## config.mk

```make
export PLATFORM = sky130hd
export DESIGN_NAME = truth_table_prober
export DESIGN_NICKNAME = d
export VERILOG_FILES = /design/src/rtl/truth_table_prober.sv
export SDC_FILE = /design/constraint.sdc
export NUM_CORES = 1
export LEC_CHECK = 0
export ABC_AREA = 1
export BUFFER_PORTS_ARGS = -buffer_cell sky130_fd_sc_hd__buf_4
export CORE_UTILIZATION = 45
export CTS_CLUSTER_DIAMETER = 40
export DETAILED_ROUTE_END_ITERATION = 8
export MAX_ROUTING_LAYER = met4
export PLACE_DENSITY = 0.73
export SLEW_MARGIN = 20
export SYNTH_ARGS = -nofsm -noshare
export SYNTH_HDL_FRONTEND = slang
export SYNTH_SLANG_ARGS = --single-unit
```

## constraint.sdc

```tcl
create_clock -name clk -period 2 [get_ports clk]
set_clock_uncertainty 0.1 [all_clocks]
set_input_delay 0.4 -clock clk [delete_from_list [all_inputs] [get_ports clk]]
set_output_delay 0.4 -clock clk [all_outputs]
set_load 0.1 [all_outputs]
```

## src/rtl/truth_table_prober.sv

```systemverilog
// Sweeps all 2^N input vectors into a combinational block, captures its output
// into a truth-table word and reports the lowest-index mismatch against a reference.
module truth_table_prober #(
  parameter int N_INPUTS      = 4,
  parameter int SETTLE_CYCLES = 2
) (
  input  logic                     clk,
  input  logic                     rst,
  input  logic                     start,
  input  logic [(1<<N_INPUTS)-1:0] expected_table,
  input  logic                     dut_out,
  output logic [N_INPUTS-1:0]      probe_inp,
  output logic                     busy,
  output logic                     done,
  output logic [(1<<N_INPUTS)-1:0] table_out,
  output logic                     table_valid,
  output logic                     mismatch,
  output logic [N_INPUTS-1:0]      fail_index
);

  localparam int W = 1 << N_INPUTS;
  localparam logic [N_INPUTS:0] LAST_IDX = (N_INPUTS+1)'(W - 1);
  localparam logic [7:0]        SETTLE   = 8'(SETTLE_CYCLES);

  typedef enum logic [1:0] {IDLE, HOLD, DONE} state_t;

  state_t            state_q, state_d;
  logic [N_INPUTS:0] idx_q;
  logic [N_INPUTS:0] next_idx;
  logic [7:0]        cnt_q;
  logic [W-1:0]      exp_q;
  logic [W-1:0]      diff;
  logic [N_INPUTS-1:0] first_idx;
  logic              accept, sample, finish;

  always_comb begin
    state_d = state_q;
    accept  = 1'b0;
    sample  = 1'b0;
    finish  = 1'b0;
    case (state_q)
      IDLE: begin
        if (start) begin
          accept  = 1'b1;
          state_d = HOLD;
        end
      end
      HOLD: begin
        if (cnt_q == 8'd0) begin
          sample = 1'b1;
          if (idx_q == LAST_IDX) state_d = DONE;
        end
      end
      DONE: begin
        finish  = 1'b1;
        state_d = IDLE;
      end
      default: state_d = IDLE;
    endcase
  end

  assign next_idx = idx_q + 1'b1;
  assign diff     = table_out ^ exp_q;

  // Scan from the top so the lowest differing bit wins.
  always_comb begin
    first_idx = '0;
    for (int i = W - 1; i >= 0; i--) begin
      if (diff[i]) first_idx = N_INPUTS'(i);
    end
  end

  always_ff @(posedge clk) begin
    if (rst) begin
      state_q     <= IDLE;
      idx_q       <= '0;
      cnt_q       <= '0;
      exp_q       <= '0;
      probe_inp   <= '0;
      busy        <= 1'b0;
      done        <= 1'b0;
      table_out   <= '0;
      table_valid <= 1'b0;
      mismatch    <= 1'b0;
      fail_index  <= '0;
    end else begin
      state_q <= state_d;
      done    <= 1'b0;
      if (accept) begin
        idx_q       <= '0;
        probe_inp   <= '0;
        cnt_q       <= SETTLE;
        exp_q       <= expected_table;
        busy        <= 1'b1;
        table_valid <= 1'b0;
        table_out   <= '0;
        mismatch    <= 1'b0;
        fail_index  <= '0;
      end
      if (state_q == HOLD) begin
        if (cnt_q != 8'd0) begin
          cnt_q <= cnt_q - 8'd1;
        end else begin
          table_out[idx_q[N_INPUTS-1:0]] <= dut_out;
          if (idx_q != LAST_IDX) begin
            idx_q     <= next_idx;
            probe_inp <= next_idx[N_INPUTS-1:0];
            cnt_q     <= SETTLE;
          end
        end
      end
      if (finish) begin
        done        <= 1'b1;
        busy        <= 1'b0;
        table_valid <= 1'b1;
        mismatch    <= |diff;
        fail_index  <= first_idx;
      end
    end
  end

endmodule
```

Yosys cells after proc, flatten, opt, wreduce, memory -nomap -nowiden:

Cells that the tools add are included.
Widths: inputs -> output; s select.

* add/sub/neg operators: 2
* order comparisons: 2
* eq/ne operators: 7
* multiplexer cells: 48
* bitwise logic cells: 1
* reductions and logical operators: 8

Operators by type and width (number)
* $mux 4: 22
* $mux 16: 4
* $mux 8: 4
* $mux 5: 4
* $bwmux 16: 1
* $reduce_or 16->1: 1
* $xor 16x16->16: 1
* $logic_not 8->1: 1
* $mux 1: 8
* $reduce_bool 8->1: 1
* $sub 8x1->8 const B: 1
* $mux 2: 3
* $ne 2x2->1 const B: 3
* $add 5x1->5 const B: 1
* $eq 5x4->1 const B: 1
* $lt 4x5->1 const B: 1
* $ne 5x4->1 const B: 1
* $demux 1 s4: 1
* $ge 4x1->1 const B: 1
* $pmux 2 s2: 1
* $reduce_and 3->1: 1
* $eq 2x1->1 const B: 1
* $eq 2x2->1 const B: 1
* $logic_not 2->1: 1
* other kinds (3): 3

* flip-flop bits (word level): 59
* output and inout bits: 28
* logic and storage cells: 79

Longest topological paths before layout:

* depth after elaboration: 18
* mapped depth: 19
* depth with buffers taken out: 19

Least setup slack after synthesis:

OpenSTA, ideal clock, no wires.

* kind: reg-to-reg
* start point: reg table_out[14]
* end point: reg fail_index[0]
* arrival: 1.986 ns
* path slack: -0.218 ns
* cell stages (with the launch flop): 20
* path buffers: 0
* clock period less this slack: 2.218 ns
* cell sequence: dfxtp_1 inv_1 nand2_1 nand2_1 nand2_1 nand2_1 nand2_1 nand2_1 nand2_1 nand2_1 nand2_1 nand2_1 nand2_1 nand2_1 nand2_1 nand2_1 nand2_1 nand2_1 nand2_1 a21oi_2

* word-level cells in the longest chain between the ends: 17

Ends and longest elaborated chain
* start, declared: line 15 `output logic [(1<<N_INPUTS)-1:0] table_out,`
* start signal, assigned by index: line 104 `table_out[idx_q[N_INPUTS-1:0]] <= dut_out;`
* $xor 16x16->16: line 63 `assign diff = table_out ^ exp_q;`
* $mux 4 (15 in series): line 69 `if (diff[i]) first_idx = N_INPUTS'(i);`
* $mux 4: line 112 `if (finish) begin`
* end signal, assigned: line 117 `fail_index <= first_idx;`
* end, declared: line 18 `output logic [N_INPUTS-1:0] fail_index`

No other way between the ends.
A chain may end at the register's enable or synchronous reset.

Worst setup path after layout:

* start point: reg cnt_q[0]
* end point: reg table_out[4]

* word-level cells in the longest chain between the ends: 3

Ends and longest elaborated chain
* start, declared: line 30 `logic [7:0] cnt_q;`
* start signal, assigned: line 102 `cnt_q <= cnt_q - 8'd1;`
* $reduce_bool 8->1: line 101 `if (cnt_q != 8'd0) begin`
* $mux 16: line 101
* $mux 16: line 100 `if (state_q == HOLD) begin`

No other way between the ends.

==> results.py <==
metrics = {
    "run_status": {
        "outcome": "complete, no violations",
    },
    "timing": {
        "fin_crit_ps": 1775,
        "setup_viol": 0,
        "maxClockFrequency_mhz": 563.3,
        "hold_viol": 0,
        "finalSetupTns_ps": 0,
        "slew_headroom_pct": 75.64,
        "rsz0062_at_grt": "no",
        "maxSlewViolCount": 0,
        "post-route-period-util_pct": 88.76,
        "tightest_slew_ps": 362.6,
    },
    "layout": {
        "stdcell_area_um2": 3398,
        "multi_input_area_um2": 1414,
        "finalNetCount": 453,
        "drive_gt1_share_pct": 21.06,
        "seqCellArea_um2": 1189,
        "syn2layout_area_growth_pct": 23.29,
        "antennaDiodeCount": 0,
        "fillers": 572,
    },
    "routing": {
        "vias_per_cell": 4.945,
        "ant_nets": 0,
        "drt_wl_total_um": 5966,
        "vias": 2507,
        "drt_iter0_drc": 117,
        "drc_errors": 0,
        "firstDrtPassIters": 4,
        "wl_per_cell_um": 11.77,
    },
    "grt": {
        "grt_max_degree": 33,
        "grt_pass1_vias": 2278,
        "grt_antenna_before_repair": 0,
        "grt_usage_pct": 21.51,
        "grt_pass1_wl_um": 10180,
        "grt_overflow": 0,
    },
    "synth": {
        "yosys-top-cells-area": "dfxtp_1 43%, nand2_1 12%, nor2_1 7.5%, a21oi_1 6.4%, o21ai_0 6.4%",
        "yosysSeqAreaShare_pct": 42.85,
        "ys_ff_latch": 59,
        "synth_top_cell_by_area": "dfxtp_1",
        "synth_cells": 379,
        "synth_cell_types": 33,
        "synth_edf_count": 0,
        "synth_ff_type": "dfxtp_1",
        "synth_nets": 404,
        "syn_area_per_cell_um2": 7.273,
        "ys_async_sr_fraction_pct": 0,
        "synth_top_cell_area_share_pct": 42.85,
        "syn_area_um2": 2756,
        "yosysWarnings": 0,
    },
    "clock_network": {
        "clockBufferDepth": 2,
        "cts-resized-gates": 0,
        "clock-root-buffer": "clkbuf_8",
        "path_clk_slew_ps": 60,
        "cts_tree": "built",
        "holdBufCountCts": 0,
        "worstSkewPairLatency_ps": 340,
        "cts_max_level": 3,
        "cts_setup_buffers": 0,
        "clock_sinks": 59,
        "numCtsBuffers": 9,
    },
    "worst_hold_path": {
        "worstHoldStart": "expected_table[11]",
        "hold_class": "input pin to flop",
        "hold_path_depth": 3,
    },
    "setup_path": {
        "crit_start": "cnt_q[0]",
        "arrival_ps": 1910,
        "crit_slowest_cell": "dfxtp_1",
        "startpoint_type": "flop",
        "reg2reg_depth": 11,
        "crit_family": "simple AND/OR/NAND/NOR gates",
        "reg2reg_from": "cnt_q[0]",
        "crit_chain": "inv_1 > ha_1 > nand3_2 > nor2_4 > nand2_4 > inv_2 > nand2_2 > nor2_4 > nand3_1 > o21ai_1 > a21oi_1",
        "required_ps": 2130,
        "path_class": "flop to flop",
        "crit_top_cell": "nor2_4",
        "path_depth": 11,
        "path_max_fanout": 5,
        "crit_buf_inv": 2,
        "cp_slowest_stage_delay_ps": 300,
        "crit_path_end_kind": "flop",
    },
    "job": {
        "maxCapViolations": 0,
    },
    "floorplanning": {
        "start_util_pct": 46.56,
        "die_w_um": 80.27,
        "boundaryPins": 48,
        "rows": 28,
        "die-area_um2": 6442,
        "die_y_um": 80.27,
        "coreArea_um2": 5921,
    },
    "power": {
        "vdd_drop_max_mv": 0.6803,
        "leakagePower_uw": 0.001428,
        "powerDensity_nw_per_um2": 1125,
    },
    "placed_design": {
        "gp_congestion": 0.8676,
        "placed_area_um2": 3199,
        "dpl.hpwl_um": 4343,
        "portBuffers": 47,
    },
}
path summary, 6_finish.rpt:
check                  to  slack (ps)
min reg2reg     exp_q[15]         350
max reg2reg  table_out[4]         220
min             exp_q[11]         210
max          table_out[4]         220
metal layers:
layer / GRT usage, % / vias up / wire, um
li1: - / 1320 / -
met5: - / - / 0
met4: 10.54 / 0 / 118
met3: 5.341 / 14 / 293
met2: 33.33 / 53 / 2824
met1: 26.08 / 1120 / 2730
where the power goes:
part	internal [uW]	switching, uW	leakage (uW)	total [uW]
combinational	435	881	0.000845	1320
clock	635	445	0.0000995	1080
sequential	1310	112	0.000484	1430
total	2380	1440	0.00143	3820
Yosys cell counts, types with 2 or more instances:
cell type  instances
clkbuf_1           9
nor3_1             4
o21ai_0           35
inv_2              3
ha_1               5
a21oi_1           35
buf_1              2
dfxtp_1           59
nand2_1           88
xnor2_1           14
nor2_1            55
nand3_1           12
inv_1             26
xor2_1             3
o21ai_1            5
nor2_4             6
nand2_2            2
worst reg2reg max path, cell delays in order (launching register included):
cell and delay, ps:
dfxtp_1 300, inv_1 100, ha_1 240, nand3_2 120, nor2_4 120, nand2_4 90
inv_2 90, nand2_2 70, nor2_4 110, nand3_1 110, o21ai_1 140, a21oi_1 50
state kept, by name (all words and copies together), names as in the netlist:
name,flops
exp_q,16
table_out,16
cnt_q,8
idx_q,5
fail_index,4
probe_inp,4
state_q,2
busy,1
done,1
mismatch,1
table_valid,1
kinds of logic (layout without fill, tap and decap cells):
group | count (synthesis) | in the layout | share of synthesized area [%]
flops | 59 | 59 | 42.85
buf+inv | 43 | 96 | 6.037
xor+xnor | 18 | 18 | 5.992
compound gates | 81 | 81 | 15.52
fa+ha+maj | 5 | 5 | 2.270
simple gates | 173 | 173 | 27.33
area by class of cell:
class,count,share of cell area (%)
clock inverter,2,1.031
inverter,30,3.314
sequential,59,34.98
tap,75,2.761
multi-input combinational,277,41.61
clock buffer,13,4.676
timing repair buffer,51,11.63
placed cells by master, fill, tap and decap left out, drive strengths merged, types with 13 or more instances in the layout:
cell,n
nand3,13
nand2,91
o21ai,41
dfxtp,59
nor2,62
buf,51
inv,29
clkbuf,13
xnor2,15
a21oi,36
stage by stage:
stage | setup slack (ps) | total power, uW | instances | hold WS, ps | util [%]
after floorplan | 26.89 | 2496 | 379 | 336.2 | -
after global placement | 220.1 | 2737 | 492 | 342.6 | 54.04
after detailed placement | 210.0 | 2770 | 492 | 351.6 | 54.04
after CTS | 178.1 | 3850 | 507 | 200.1 | 57.31
after global routing | 36.24 | 4088 | 507 | 233.0 | 57.40
final | 224.8 | 3822 | 507 | 210.1 | 57.40
No activity file was read; power rests on OpenSTA's default activity.
